File: src/rtl/mem_access_unit.sv
// mem_access_unit: MEM-stage data-memory responder driving a synchronous RAM with byte enables,
// lane steering, sign/zero extension, read-latency stall and misalignment flagging.
module mem_access_unit #(
    parameter int ADDR_W       = 14,
    parameter int READ_LATENCY = 1
) (
    input  logic              clk,
    input  logic              rst,
    input  logic [3:0]        mem_op,
    input  logic [31:0]       mem_addr,
    input  logic [31:0]       mem_data,
    output logic              ram_en,
    output logic [3:0]        ram_wea,
    output logic [ADDR_W-1:0] ram_addr,
    output logic [31:0]       ram_wdata,
    input  logic [31:0]       ram_rdata,
    output logic              stall,
    output logic              load_valid,
    output logic [31:0]       load_data,
    output logic              misalign_exc,
    output logic [31:0]       bad_addr
);
    typedef enum logic [1:0] {IDLE, WAIT, RESP} state_t;
    localparam logic [3:0] LB = 4'd1, LBU = 4'd2, LH = 4'd3, LHU = 4'd4, LW = 4'd5;
    localparam logic [3:0] SB = 4'd6, SH = 4'd7, SW = 4'd8;

    state_t      state, state_nx;
    logic [1:0]  cnt, off_q;
    logic [3:0]  op_q, wea_sel;
    logic        is_load, is_store, misalign, idle_miss;
    logic [7:0]  rbyte;
    logic [15:0] rhalf;
    logic [31:0] ext, wdata_sel;

    always_comb begin
        is_load   = mem_op >= LB && mem_op <= LW;
        is_store  = mem_op >= SB && mem_op <= SW;
        misalign  = ((mem_op == LH || mem_op == LHU || mem_op == SH) && mem_addr[0]) ||
                    ((mem_op == LW || mem_op == SW) && mem_addr[1:0] != 2'b00);
        idle_miss = state == IDLE && misalign;
        wea_sel   = mem_op == SB ? 4'b0001 << mem_addr[1:0] :
                    mem_op == SH ? (mem_addr[1] ? 4'b1100 : 4'b0011) : 4'b1111;
        wdata_sel = mem_op == SB ? {4{mem_data[7:0]}} :
                    mem_op == SH ? {2{mem_data[15:0]}} : mem_data;
        ram_en    = state == IDLE && (is_load || is_store) && !misalign;
        ram_wea   = ram_en && is_store ? wea_sel : 4'b0000;
        ram_wdata = ram_en && is_store ? wdata_sel : 32'h0;
        ram_addr  = ram_en ? mem_addr[ADDR_W+1:2] : '0;
        stall     = (ram_en && is_load) || state == WAIT;
        load_valid = state == RESP;
        state_nx  = state == IDLE ? (ram_en && is_load ? WAIT : IDLE) :
                    state == WAIT ? (cnt == 2'd0 ? RESP : WAIT) : IDLE;
    end

    // Lane extraction uses the offset latched at issue, not the live request.
    always_comb begin
        rbyte = ram_rdata[{off_q, 3'b000} +: 8];
        rhalf = off_q[1] ? ram_rdata[31:16] : ram_rdata[15:0];
        ext   = op_q == LB  ? {{24{rbyte[7]}}, rbyte} :
                op_q == LBU ? {24'h0, rbyte} :
                op_q == LH  ? {{16{rhalf[15]}}, rhalf} :
                op_q == LHU ? {16'h0, rhalf} : ram_rdata;
    end

    always_ff @(posedge clk or posedge rst) begin
        if (rst) begin
            state        <= IDLE;
            cnt          <= 2'd0;
            op_q         <= 4'd0;
            off_q        <= 2'd0;
            load_data    <= 32'h0;
            bad_addr     <= 32'h0;
            misalign_exc <= 1'b0;
        end else begin
            state        <= state_nx;
            misalign_exc <= idle_miss;
            if (idle_miss)
                bad_addr <= mem_addr;
            if (state == IDLE) begin
                op_q  <= mem_op;
                off_q <= mem_addr[1:0];
                cnt   <= 2'(READ_LATENCY - 1);
            end else if (state == WAIT && cnt != 2'd0)
                cnt <= cnt - 2'd1;
            if (state == WAIT && cnt == 2'd0)
                load_data <= ext;
        end
    end
endmodule

File: config.mk
export PLATFORM = sky130hd
export DESIGN_NAME = mem_access_unit
export DESIGN_NICKNAME = d
export VERILOG_FILES = /design/src/rtl/mem_access_unit.sv
export SDC_FILE = /design/constraint.sdc
export NUM_CORES = 1
export LEC_CHECK = 0
export CAP_MARGIN = 30
export CORE_MARGIN = 2
export CORE_UTILIZATION = 42
export CTS_CLUSTER_SIZE = 24
export DETAILED_ROUTE_END_ITERATION = 10
export PLACE_DENSITY = 0.84
export SKIP_LAST_GASP = 1
export SLEW_MARGIN = 20
export SYNTH_ARGS = -nofsm -noshare
export SYNTH_HDL_FRONTEND = slang
export SYNTH_SLANG_ARGS = --single-unit
File: constraint.sdc
create_clock -name clk -period 3.6 [get_ports clk]
set_clock_uncertainty 0.2 [all_clocks]
set_input_delay 0.9 -clock clk [delete_from_list [all_inputs] [get_ports clk]]
set_output_delay 0.9 -clock clk [all_outputs]
set_load 0.01 [all_outputs]
# [Yosys cells after proc, flatten, opt, wreduce, memory -nomap -nowiden]
# Cells that the tools add are included.
[totals] mem_bits_ro=0 latchBits=0 ff_bits=75 mem_bits_rw=0 output_inout_bits=118 mem_count=0 word_cells=68
[op_classes] div_mod_pow=0 n_bitwise=0 n_shift=2 n_mux=19 add_sub_neg=1 n_mul=0 n_reduce_logical=23 n_eq_ne=12 order_cmp=4
[ops] cell="two-way mux 32 bit" n=7
[ops] cell="variable part select 32 x 6 -> 8 bit" n=1
[ops] cell="equality test 4 x 3 -> 1 bit, second input constant" n=5
[ops] cell="two-way mux 16 bit" n=1
[ops] cell="two-way mux 4 bit" n=4
[ops] cell="two-way mux 14 bit" n=1
[ops] cell="equality test 4 x 2 -> 1 bit, second input constant" n=3
[ops] cell="logical AND 1 bit" n=11
[ops] cell="two-way mux 2 bit" n=5
[ops] cell="logical OR 1 bit" n=6
[ops] cell="nonzero test 2 bit" n=3
[ops] cell="equality test 4 x 1 -> 1 bit, second input constant" n=1
[ops] cell="equality test 4 bit, second input constant" n=1
[ops] cell="greater-or-equal comparator 4 x 1 -> 1 bit, second input constant" n=1
[ops] cell="greater-or-equal comparator 4 x 3 -> 1 bit, second input constant" n=1
[ops] cell="<= comparator 4 x 3 -> 1 bit, second input constant" n=1
[ops] cell="<= comparator 4 bit, second input constant" n=1
[ops] cell="zero test 2 bit" n=2
[ops] cell="left shift 1 x 2 -> 4 bit, first input constant" n=1
[ops] cell="equality test 2 x 1 -> 1 bit, second input constant" n=1
[ops] cell="equality test 2 bit, second input constant" n=1
[ops] cell="subtractor 2 x 1 -> 2 bit, second input constant" n=1
[ops] cell="zero test 1 bit" n=1
[ops] cell="two-way mux 1 bit" n=1

# [Longest topological paths before layout]
# Gate-level depths: netlist of run 1.
[depth] depth_word=10 depth_mapped=8 ltp_nobuf=7

# [Worst setup path after synthesis of run 1]
# Ideal clock, no wire load.
[synth_timing] path_kind="input-to-output" startpoint="input port mem_op[0]" endpoint="output port ram_addr[10]" required_time_ns=2.500 path_stages=6 path_slack_ns=0.149 arrival_time_ns=2.351 cell_sequence="buf_2 or4b_4 or3_4 o21a_2 buf_6 nor2_1"
[synth_between] elab_chain_len=8 word_cells_on_any_way=22 cone_classes="order compare: 4; eq/ne: 5; mux: 1; reduce/logical: 12"
[synth_rtl] element="start, declared" line_no="9" text="input logic [3:0] mem_op,"
[synth_rtl] element="parallel branches: the longest is 6 deep, another holds greater-or-equal comparator 4 x 1 -> 1 bit"
[synth_rtl] element="logical AND 1 bit *" line_no="45" text="ram_en = state == IDLE && (is_load || is_store) && !misalign;"
[synth_rtl] element="two-way mux 14 bit *" line_no="48" text="ram_addr = ram_en ? mem_addr[ADDR_W+1:2] : '0;"
[synth_rtl] element="end, declared" line_no="14" text="output logic [ADDR_W-1:0] ram_addr,"
# Every way passes the cells marked *.

# [Worst setup path after layout of run 1]
[layout_timing] startpoint="input port mem_op[2]" endpoint="output port ram_wdata[5]"
[layout_between] elab_chain_len=9 word_cells_on_any_way=25 cone_classes="order compare: 4; eq/ne: 6; mux: 2; reduce/logical: 13"
[layout_rtl] element="parallel branches: the longest is 8 deep, another holds greater-or-equal comparator 4 x 1 -> 1 bit"
[layout_rtl] element="two-way mux 32 bit *" line_no="47" text="ram_wdata = ram_en && is_store ? wdata_sel : 32'h0;"
[layout_rtl] element="end, declared" line_no="15" text="output logic [31:0] ram_wdata,"
# Marks and branches as above.

==> reports/metrics.cfg, run 1 <==
[synthesis]
yosysUniqueCellTypes=55
ys_seq_elements=75
ys_seq_area_share_pct=39.4
synth-edff-count=0
syn_nets=595
synthTopCellsByArea=dfrtp_1, mux2_4, a21oi_1
synth_top_area_share_pct=39.4
postSynth.asyncResetShare_pct=100
ys.flop_type=dfrtp_1
netlist_area_sq_um=4760
avgSynthCellArea_sq_um=9.68
yosysTopAreaCell=dfrtp_1
yosysWarningCount=0
synthCells=492

[die]
core-area_sq_um=10900
io_pins=220
initial_core_util_pct=43.6
die_y_um=111
fp-row-count=38
die_area_sq_um=12200
fp.dieW_um=111

[pwr]
leakagePower_nw=3.32
power_frac_clock_pct=25.4
p_switching_w=0.00115
ir_worst_vdd_mv=0.290
power.density_nw_per_um2=495
p_int_w=0.00261
swShare_pct=30.6
p_seq_share_pct=34.0
p_comb_share_pct=40.6
p_total_w=0.00376

[critical_path]
cpPeakStageDelay_ns=0.54
crit_top_cell=buf_6
cp-end-kind=primary output
crit_buf_inv=3
crit_path_cell_trace=buf_6 > or4b_4 > or3_4 > a21boi_4 > buf_6 > and2_4 > buf_6
crit_arrival_ns=2.52
crit_type=in2out
cp_slowest_cell=or4b_4
crit_fanout=7
worst_ep_required_time_ns=2.50
path_delay_family=simple AND/OR/NAND/NOR gates
critPathLaunchType=input pin

[placement]
gp_congestion=0.992
hpwlAfterDp_um=12000
place.port_buffers=219
placed_cells=844
post-place-ws_ns=-0.729

[routing]
drtAntennaViolNets=0
vias_per_cell=5.83
drc=0
firstDrtPassIters=5
routedWlPerCell_um=19.0
vias=5052
first_iter_violations=355
totalWireLength_um=16500

[timing]
fmax_mhz=276
hold_viol_final=0
slew_headroom_pct=57.0
finalCriticalPeriod_ns=3.62
worstMarginPinSlew_ns=0.643
holdWs_ns=0.284
fin_crit_sh_pct=100
rsz0062_at_grt=yes
slew_violations=0
setup_viol=7
timing.final.ws_setup_ns=-0.0168

[cells_and_area]
final_core_util_pct=69.5
fill_cells=812
instances_no_fill=867
n_antenna_cell=0
layout_commonest_cell=clkdlybuf4s50_1
layout.nets=825
final_cell_mix=clkdlybuf4s50_1, dfrtp_1, a21oi_1
area_delta_synth_final_pct=59.4
layout-drive-gt1-share_pct=23.4

[clocking]
htreeDepth=3
clk_path_buf_depth=2
clk_pin_slew_ns=0.06
cts_sinks=75
cts_tree=done
clk_latency_ns=0.32
cts_buffers=9
root_buffer=clkbuf_16

[grt]
grt_max_degree=45
grt_antenna_before_repair=0
grt_pass1_wl_um=26400
overflow=0
grt_pass1_vias=5061
grt_use_total_pct=26.4

[hold_path]
hp-class=reg2reg

[status]
violations=setup timing
outcome=complete, but fails checks

[job]
drv_cap=0

==> sequential cells by signal (all words and copies together), names as in the netlist <==
name          cells
bad_addr         32
load_data        32
op_q              4
cnt               2
off_q             2
state             2
misalign_exc      1
==> per-stage QoR <==
stage          setup TNS, ns  cell area, sq um
6_report             -0.0674              7590
5_1_grt                -1.38              7590
4_1_cts               -0.423              7540
3_5_place_dp          -31.34              7250
3_3_place_gp          -30.12              7250
2_1_floorplan              0              4760
==> layout make-up <==
cell class / instances / area, sq um / share of cell area (%)
well taps: 140 / 175 / 2.31
flip-flops and latches: 75 / 1880 / 24.7
multi-input cells: 358 / 2690 / 35.5
repair buffers: 262 / 2470 / 32.5
clock buffers: 10 / 229 / 3.01
clock inverters: 6 / 88.8 / 1.17
inverters: 16 / 61.3 / 0.807
==> routing by layer <==
metal	wire (um)	share of wire, %	vias to the layer above	GRT usage [%]
li1	-	-	2269	-
met1	6360	39	2390	32.2
met2	7960	48	332	43.3
met3	1610	9.8	61	7.35
met4	550	3.3	0	12.4
met5	0	0	-	0
==> final timing paths <==
path	start	endpoint	slack (ns)	depth (start not counted)
worst max-delay path	mem_op[2]	ram_wdata[5]	-0.02	7
worst min-delay path	cnt[0]	cnt[0]	0.28	1
worst max register to register	cnt[0]	load_data[0]	0.80	7
worst min register to register	cnt[0]	cnt[0]	0.28	1
max in group asynchronous	rst	op_q[2]	1.86	3
min in group asynchronous	rst	bad_addr[20]	0.72	2
==> cells in the mapped netlist, types with 2 or more instances <==
library cell / instances
a211oi_1: 9
mux2i_1: 9
o22a_1: 9
nand4_1: 7
nand2_1: 46
o31ai_1: 2
dfrtp_1: 75
clkinv_1: 2
o221ai_1: 16
nor3b_1: 8
o21bai_1: 2
buf_2: 12
inv_1: 14
nand2b_1: 5
mux4_2: 8
nor2_1: 35
mux2_4: 29
a22oi_1: 16
nand3b_1: 3
o21ai_0: 32
a22o_1: 2
mux2_2: 7
o21a_1: 16
clkbuf_1: 21
buf_6: 5
and2_1: 9
buf_1: 5
a21oi_1: 52
nor2b_1: 3
o21ba_2: 2
o21ai_1: 7
==> kinds of logic after synthesis <==
kind of cell	synth area share, %
compound gates	23.9
simple gates	13.9
flops	39.4
buf+inv	5.86
mux	16.5
xor+xnor	0.184
fa+ha+maj	0.263
==> timing repair <==
item | in CTS | in global routing
pin swaps | 11 | 8
gates resized for setup | 192 | 8
setup buffers | 4 | 3
hold endpoints to repair | 0 | 0
cloned | 1 | 0
endpoints found under the setup margin | 52 | 36
hold buffers | 0 | 0
==> power groups by stage <==
stage                     Clock, W  Sequential (W)  Combinational (W)
after CTS                 0.000981         0.00128            0.00153
final                     0.000954         0.00128            0.00153
after floorplan                  0         0.00134           0.000622
after global placement           0         0.00127            0.00149
after global routing       0.00102         0.00131            0.00163
after detailed placement         0         0.00128            0.00152
No activity file was read; power rests on OpenSTA's default activity.
==> run 2: changes to the inputs <==
SETUP_SLACK_MARGIN = 0.15   (was default)
==> run 2 against run 1 <==
- the run still ends with setup timing left
- critical path type unchanged
- non-clock buffer count rose by 10
- sequential cell count did not move
- critical path depth did not move
- worst hold slack got worse by 0.00080 ns
- clock power rose by 1%
- design area rose by 2.2%
- global-route usage rose by 0.25 points
- sequential share of layout area fell by 0.53 points
==> reports/metrics.cfg, run 2 (synthesis gave the netlist of run 1 again) <==
[routing]
drc=0
firstDrtPassIters=5
drtAntennaViolNets=0
totalWireLength_um=17400
vias_per_cell=5.90
routedWlPerCell_um=19.9
first_iter_violations=339
vias=5172

[cells_and_area]
fin_area_sq_um=7760
layout-drive-gt1-share_pct=28.5
final_core_util_pct=71.0
instances_no_fill=877
layout_commonest_cell=clkdlybuf4s50_1
n_antenna_cell=0
final_cell_mix=clkdlybuf4s50_1, dfrtp_1, a21oi_1
layout.nets=835
area_delta_synth_final_pct=62.9
largest_registers=bad_addr x32, load_data x32, op_q x4

[status]
outcome=complete, but fails checks
violations=setup timing

[critical_path]
path_delay_family=simple AND/OR/NAND/NOR gates
crit_arrival_ns=2.53
cpPeakStageDelay_ns=0.54
crit_path_cell_trace=buf_6 > or4b_4 > nor3_1 > o21ai_2 > buf_12 > a211oi_2 > clkdlybuf4s15_2
critPathLaunchType=input pin
cp_slowest_cell=or4b_4
crit_fanout=14
crit_type=in2out
crit_buf_inv=3
cp-end-kind=primary output
worst_ep_required_time_ns=2.50

[die]
die_y_um=111
fp.dieW_um=111
initial_core_util_pct=43.6
core-area_sq_um=10900
fp-row-count=38
io_pins=220
die_area_sq_um=12200

[placement]
placed_cells=844
post_dp_cell_area_sq_um=7250
post-place-ws_ns=-0.729
place.port_buffers=219
hpwlAfterDp_um=12000
gp_congestion=0.992

[clocking]
htreeDepth=3
clk_path_buf_depth=2
root_buffer=clkbuf_16
cts_buffers=9
cts_sinks=75
clk_pin_slew_ns=0.07
clk_latency_ns=0.33
cts_tree=done

[timing]
slew_headroom_pct=56.2
rsz0062_at_grt=yes
finalSetupTns_ns=-0.0975
setup_viol=9
fmax_mhz=276
finalCriticalPeriod_ns=3.63
hold_viol_final=0
timing.final.ws_setup_ns=-0.0274
worstMarginPinSlew_ns=0.655
slew_violations=0
fin_crit_sh_pct=101

[grt]
grt_pass1_wl_um=26600
overflow=0
grt_pass1_vias=5084
grt_max_degree=45
grt_antenna_before_repair=0
grt_use_total_pct=26.6

[job]
drv_cap=0

[pwr]
power.density_nw_per_um2=494
ir_worst_vdd_mv=0.290
leakagePower_nw=3.38

[hold_path]
hp-class=reg2reg

[run 2: path summary, 6_finish.rpt]
path                            startpoint            end  slack (ns)  cells past startpoint
worst min-delay path                cnt[0]         cnt[0]        0.28                      1
worst min register to register      cnt[0]         cnt[0]        0.28                      1
max in group asynchronous              rst   load_data[6]        1.86                      3
worst max-delay path             mem_op[2]  ram_wdata[28]       -0.03                      7
worst max register to register      cnt[0]   load_data[0]        0.78                      7
min in group asynchronous              rst   bad_addr[20]        0.73                      2
[run 2: final cells by class]
class | instances | area (sq um)
clock inverter | 6 | 88.8
clock buffer | 10 | 229
tap | 140 | 175
timing repair buffer | 272 | 2580
inverter | 16 | 61.3
fill | 796 | 3170
multi-input combinational | 358 | 2750
sequential | 75 | 1880
[run 2: what timing repair did]
item                       in CTS  in global routing
hold buffers                    0                  0
buffers inserted               10                  4
pin swaps                      24                  8
gates resized for setup       253                 40
cloned                          2                  1
setup endpoints to repair      52                 52
hold endpoints to repair        0                  0
[run 2: power by group]
group / switching, W / internal, W
sequential: 0.000190 / 0.00109
clock: 0.000357 / 0.000609
combinational: 0.000642 / 0.000948
total: 0.00119 / 0.00265
[run 2: stage by stage]
stage / power [W] / hold WS (ns)
finish: 0.00384 / 0.284
global route: 0.00402 / 0.314
CTS: 0.00380 / 0.286
detailed placement: 0.00281 / 0.273
global placement: 0.00277 / 0.270
floorplan: 0.00196 / 0.252
[run 2: worst register-to-register path, delay by kind of cell (launching register included)]
family,cells,cell delay (ns)
AO/OA/AOI/OAI,2,0.34
adder cells (fa/ha/maj),1,0.26
buffers and inverters,2,0.59
flip-flops,1,0.37
AND/OR/NAND/NOR,2,0.91
[run 2: routing by layer]
layer / vias to the layer above / track usage [%] / wire (um)
li1: 2286 / - / -
met1: 2519 / 33.1 / 6900
met2: 301 / 43.8 / 8370
met3: 66 / 6.92 / 1460
met4: 0 / 11.7 / 690
met5: - / 0 / 0
==> variant 1: new RTL, settings of run 1 <==
The 3 states of `state_t` get a one-hot encoding in 3 bits.
--- a/src/rtl/mem_access_unit.sv
+++ b/src/rtl/mem_access_unit.sv
@@ -20,7 +20,7 @@
     output logic              misalign_exc,
     output logic [31:0]       bad_addr
 );
-    typedef enum logic [1:0] {IDLE, WAIT, RESP} state_t;
+    typedef enum logic [2:0] {IDLE = 3'b001, WAIT = 3'b010, RESP = 3'b100} state_t;
     localparam logic [3:0] LB = 4'd1, LBU = 4'd2, LH = 4'd3, LHU = 4'd4, LW = 4'd5;
     localparam logic [3:0] SB = 4'd6, SH = 4'd7, SW = 4'd8;
 
Formal check against the unedited RTL: same outputs for any inputs over 10 cycles, from zero or initial values and one cycle with rst high; not proved beyond that.
==> variant 1 against run 1 <==
Sequential cell count rose by 1. Clock power fell by 22%. Wire length rose by 2.9%. Sequential power rose by 15%. Critical path depth rose by 1. Worst setup slack got worse by 120 ps. Global-route usage rose by 2.6 points. Synthesized area fell by 3.4%. Largest cell class unchanged. Synthesized cell count fell by 4.5%. Total power rose by 14%. Utilization rose by 2.3 points. The run still ends with negative setup slack left. Design area rose by 1.4%. Combinational power rose by 35%.
==> variant 1: results (changes against run 1) <==
| Metric | Value |
|---|---|
| Mux share of post-synthesis cell area | `0.189 (was 0.165)` |
| Reg2reg start | `op_q[2] (was cnt[0])` |
| Setup TNS | `-1910 ps (was -67.4 ps)` |
| Met3 Use GR | `0.0711 (was 0.0735)` |
| Failing checks | `negative setup slack (unchanged)` |
| Place WS | `-813 ps (was -729 ps)` |
| Routing usage on met1 | `0.331 (was 0.322)` |
| Total Routing Usage GR | `0.290 (was 0.264)` |
| CTS root buffer | `clkbuf_8 (was clkbuf_16)` |
| Placed Instances | `821 (was 844)` |
| Clk_lat worst skew | `350 ps (was 320 ps)` |
| Sequential element share of the synthesized area | `0.413 (was 0.394)` |
| WL met1 | `6070 um (was 6360 um)` |
| Largest net degree at the start of global routing | `51 (was 45)` |
| Final worst slack | `-133 ps (was -16.8 ps)` |
| Worst Max-Slew Pin Slew | `945 ps (was 643 ps)` |
| Final setup viols | `28 (was 7)` |
| R2R cell count | `3 (was 7)` |
| Status | `finished, violations left (unchanged)` |
| P_leak | `3.38 nW (was 3.32 nW)` |
| Maximum VDD drop | `371 uV (was 290 uV)` |
| Met2 WL | `8680 um (was 7960 um)` |
| Hold slack | `304 ps (was 284 ps)` |
| Worst setup path start | `mem_op[0] (was mem_op[2])` |
| Worst Hold Depth | `2 (was 1)` |
| Worst Hold End | `load_data[16] (was cnt[0])` |
| Post-DP HPWL | `11,800 um (was 12,000 um)` |
| Compound-cell area share of the yosys netlist | `0.195 (was 0.239)` |
| Min-delay src | `load_data[16] (was cnt[0])` |
## variant 1: cell types whose count changed after synthesis, moves of 7 or more
cell      change
nand2_1      +10
and2_1        +7
nor3b_1       -7
o211ai_1     +26
a22oi_1      -16
o22a_1        -9
nand4_1       -7
o21ai_0      -11
mux2i_1      +11
o21a_1       -16
## variant 1: where the power goes
group	switching, mW	leakage (nW)	total [mW]	internal (mW)
clock network	0.329	0.106	0.741	0.412
registers	0.270	0.922	1.47	1.20
logic	0.831	2.35	2.07	1.24
total	1.43	3.38	4.28	2.85
## variant 1: area by class of cell
class | count | area [um^2]
Multi-Input combinational cell | 334 | 2690
Inverter | 19 | 71.3
Fill cell | 774 | 3040
Timing Repair Buffer | 275 | 2650
Tap cell | 140 | 175
Clock inverter | 5 | 83.8
Clock buffer | 11 | 141
Sequential cell | 76 | 1900
## variant 1: worst max-delay path, cell delays in order
cell and delay, ps:
buf_6 100, or4b_4 550, a2111o_1 420, buf_6 160
buf_12 140, buf_6 120, a21oi_2 100, buf_2 140
==> variant 2: new RTL, flow settings as in run 1 <==
Made on the original files. Set the parameter `ADDR_W` to 13 (it was 14).
--- a/src/rtl/mem_access_unit.sv
+++ b/src/rtl/mem_access_unit.sv
@@ -1,7 +1,7 @@
 // mem_access_unit: MEM-stage data-memory responder driving a synchronous RAM with byte enables,
 // lane steering, sign/zero extension, read-latency stall and misalignment flagging.
 module mem_access_unit #(
-    parameter int ADDR_W       = 14,
+    parameter int ADDR_W       = 13,
     parameter int READ_LATENCY = 1
 ) (
     input  logic              clk,
Interface: changed (resized ram_addr); port bits go from 220 to 219. No check against the original RTL was run, so the function may have changed too.
==> variant 2 against run 1 <==
The run still ends with negative setup slack left. Wire length increased by 0.36%. Synthesized cell count decreased by 0.41%. Critical path type unchanged. Design area shrank 0.36%. Total power increased by 0.79%. Synthesized area down 0.37%. Worst setup slack lost 50 ps. Sequential cell count unchanged. Maximum frequency shrank 1.4%. Largest power group unchanged.
==> variant 2: results (changes against run 1) <==
| Metric | Value |
|---|---|
| Status | `finished, violations left (unchanged)` |
| Failing checks | `negative setup slack (unchanged)` |
| Top Registers | `bad_addr: 32 flops, load_data: 32 flops, op_q: 4 flops (unchanged)` |
| Critical path peak fanout | `4 (was 7)` |
| DP Area | `7220 um^2 (was 7250 um^2)` |
| P_leak | `3.28 nW (was 3.32 nW)` |
| Worst Hold Depth | `1 (unchanged)` |
| Initial antenna violation count | `0 (unchanged)` |
| Via count of the first global-routing pass | `4,979 (was 5,061)` |
| First-pass iteration count of the detailed router | `5 (unchanged)` |
| WS Path Type | `in -> out (unchanged)` |
| Final nets | `827 (was 825)` |
| Post-DP HPWL | `11,900 um (was 12,000 um)` |
| Initial DRC Count | `322 (was 355)` |
| Post-layout min period | `3670 ps (was 3620 ps)` |
| Distinct cells, synth | `54 (was 55)` |
| First-pass GRT wire length | `25,700 um (was 26,400 um)` |
| Worst Max-Slew Pin Slew | `700 ps (was 643 ps)` |
| Synth Warn # | `0 (unchanged)` |
| Worst endpoint data arrival time | `2570 ps (was 2520 ps)` |
| Worst setup path start | `mem_op[2] (unchanged)` |
| Top cells by area, synth | `dfrtp_1 (40%), mux2_4 (9.2%), a21oi_1 (5.5%) (was dfrtp_1 (39%), mux2_4 (9.1%), a21oi_1 (5.5%))` |
| Maximum VDD drop | `355 uV (was 290 uV)` |
| Final setup viols | `5 (was 7)` |
| Final worst slack | `-66.6 ps (was -16.8 ps)` |
| Internal reg-to-reg setup slack | `710 ps (was 800 ps)` |
| Sequential element share of the synthesized area | `0.395 (was 0.394)` |
| Via density | `5.78 (was 5.83)` |
| CTS Buffer Depth | `2 (unchanged)` |
| Crit path capture | `ram_wdata[6] (was ram_wdata[5])` |
| Total Routing Usage GR | `0.273 (was 0.264)` |
| Synth Net Count | `593 (was 595)` |
| Final Routed Wirelength | `16,500 um (about the same)` |
| CTS HTree Levels | `3 (unchanged)` |
| IO buf count | `218 (was 219)` |
| Antenna diode count | `0 (unchanged)` |
| Min-delay src | `load_data[25] (was cnt[0])` |
| Clk_lat worst skew | `330 ps` |
| Share of layout cells above drive strength 1 | `0.278 (was 0.234)` |
| Gpl congestion | `0.922 (was 0.992)` |
| Reg2reg start | `cnt[0] (unchanged)` |
| Setup TNS | `-302 ps (was -67.4 ps)` |
| Synth top cells by count | `dfrtp_1 (75), a21oi_1 (52), nand2_1 (45), nor2_1 (35), o21ai_0 (33) (was dfrtp_1 (75), a21oi_1 (52), nand2_1 (46), nor2_1 (35), o21ai_0 (32))` |
## variant 2: cell type report
cell class	count	area (um^2)
fillers	829	3370
multi-input cells	356	2720
repair buffers	266	2410
flip-flops and latches	75	1880
clock buffers	9	225
well taps	140	175
clock inverters	7	98.8
inverters	16	61.3
## variant 2: worst max-delay path, cell delays in order
cell and delay [ps]:
buf_6 90, or4b_4 540, or3_4 370, a21boi_4 220
buf_6 140, buf_6 80, and2_4 130, buf_6 100
## variant 2: kinds of logic (layout without fill, tap and decap cells)
logic type / after synthesis / count (layout) / share of synthesized area
xor+xnor: 1 / 1 / 0.00185
flops: 75 / 75 / 0.395
buf+inv: 60 / 298 / 0.0582
simple gates: 127 / 127 / 0.137
compound gates: 173 / 174 / 0.240
mux: 53 / 53 / 0.165
fa+ha+maj: 1 / 1 / 0.00264
## variant 2: how the worst min path moves through the flow
stage / end
after global routing: load_data[22]
after global placement: cnt[0]
final: load_data[25]
after floorplan: cnt[0]
after CTS: load_data[22]
after detailed placement: load_data[22]
## variant 2: where the power goes
group / internal (mW) / switching, mW / total, mW
registers: 1.09 / 0.180 / 1.27
clock network: 0.612 / 0.368 / 0.980
logic: 0.912 / 0.629 / 1.54
total: 2.61 / 1.18 / 3.79
## variant 2: through the flow
step / setup WS (ps) / total power [mW] / std cells / hold WS, ps
4_1_cts: -116 / 3.81 / 868 / 295
3_5_place_dp: -773 / 2.81 / 842 / 281
5_1_grt: -110 / 3.99 / 869 / 310
6_report: -66.6 / 3.79 / 869 / 295
3_3_place_gp: -712 / 2.77 / 842 / 270
2_1_floorplan: 148 / 1.96 / 490 / 252
## variant 2: what timing repair did
item	CTS	global route
endpoints found under the setup margin	51	51
resized for setup	196	52
pin swaps	11	4
hold buffers	0	0
cloned	1	0
setup buffers	9	1
## variant 2: layer usage
layer / track usage / wire (um)
met2: 0.463 / 8000
met1: 0.334 / 6410
met5: 0 / 0
met4: 0.0902 / 491
met3: 0.0794 / 1640
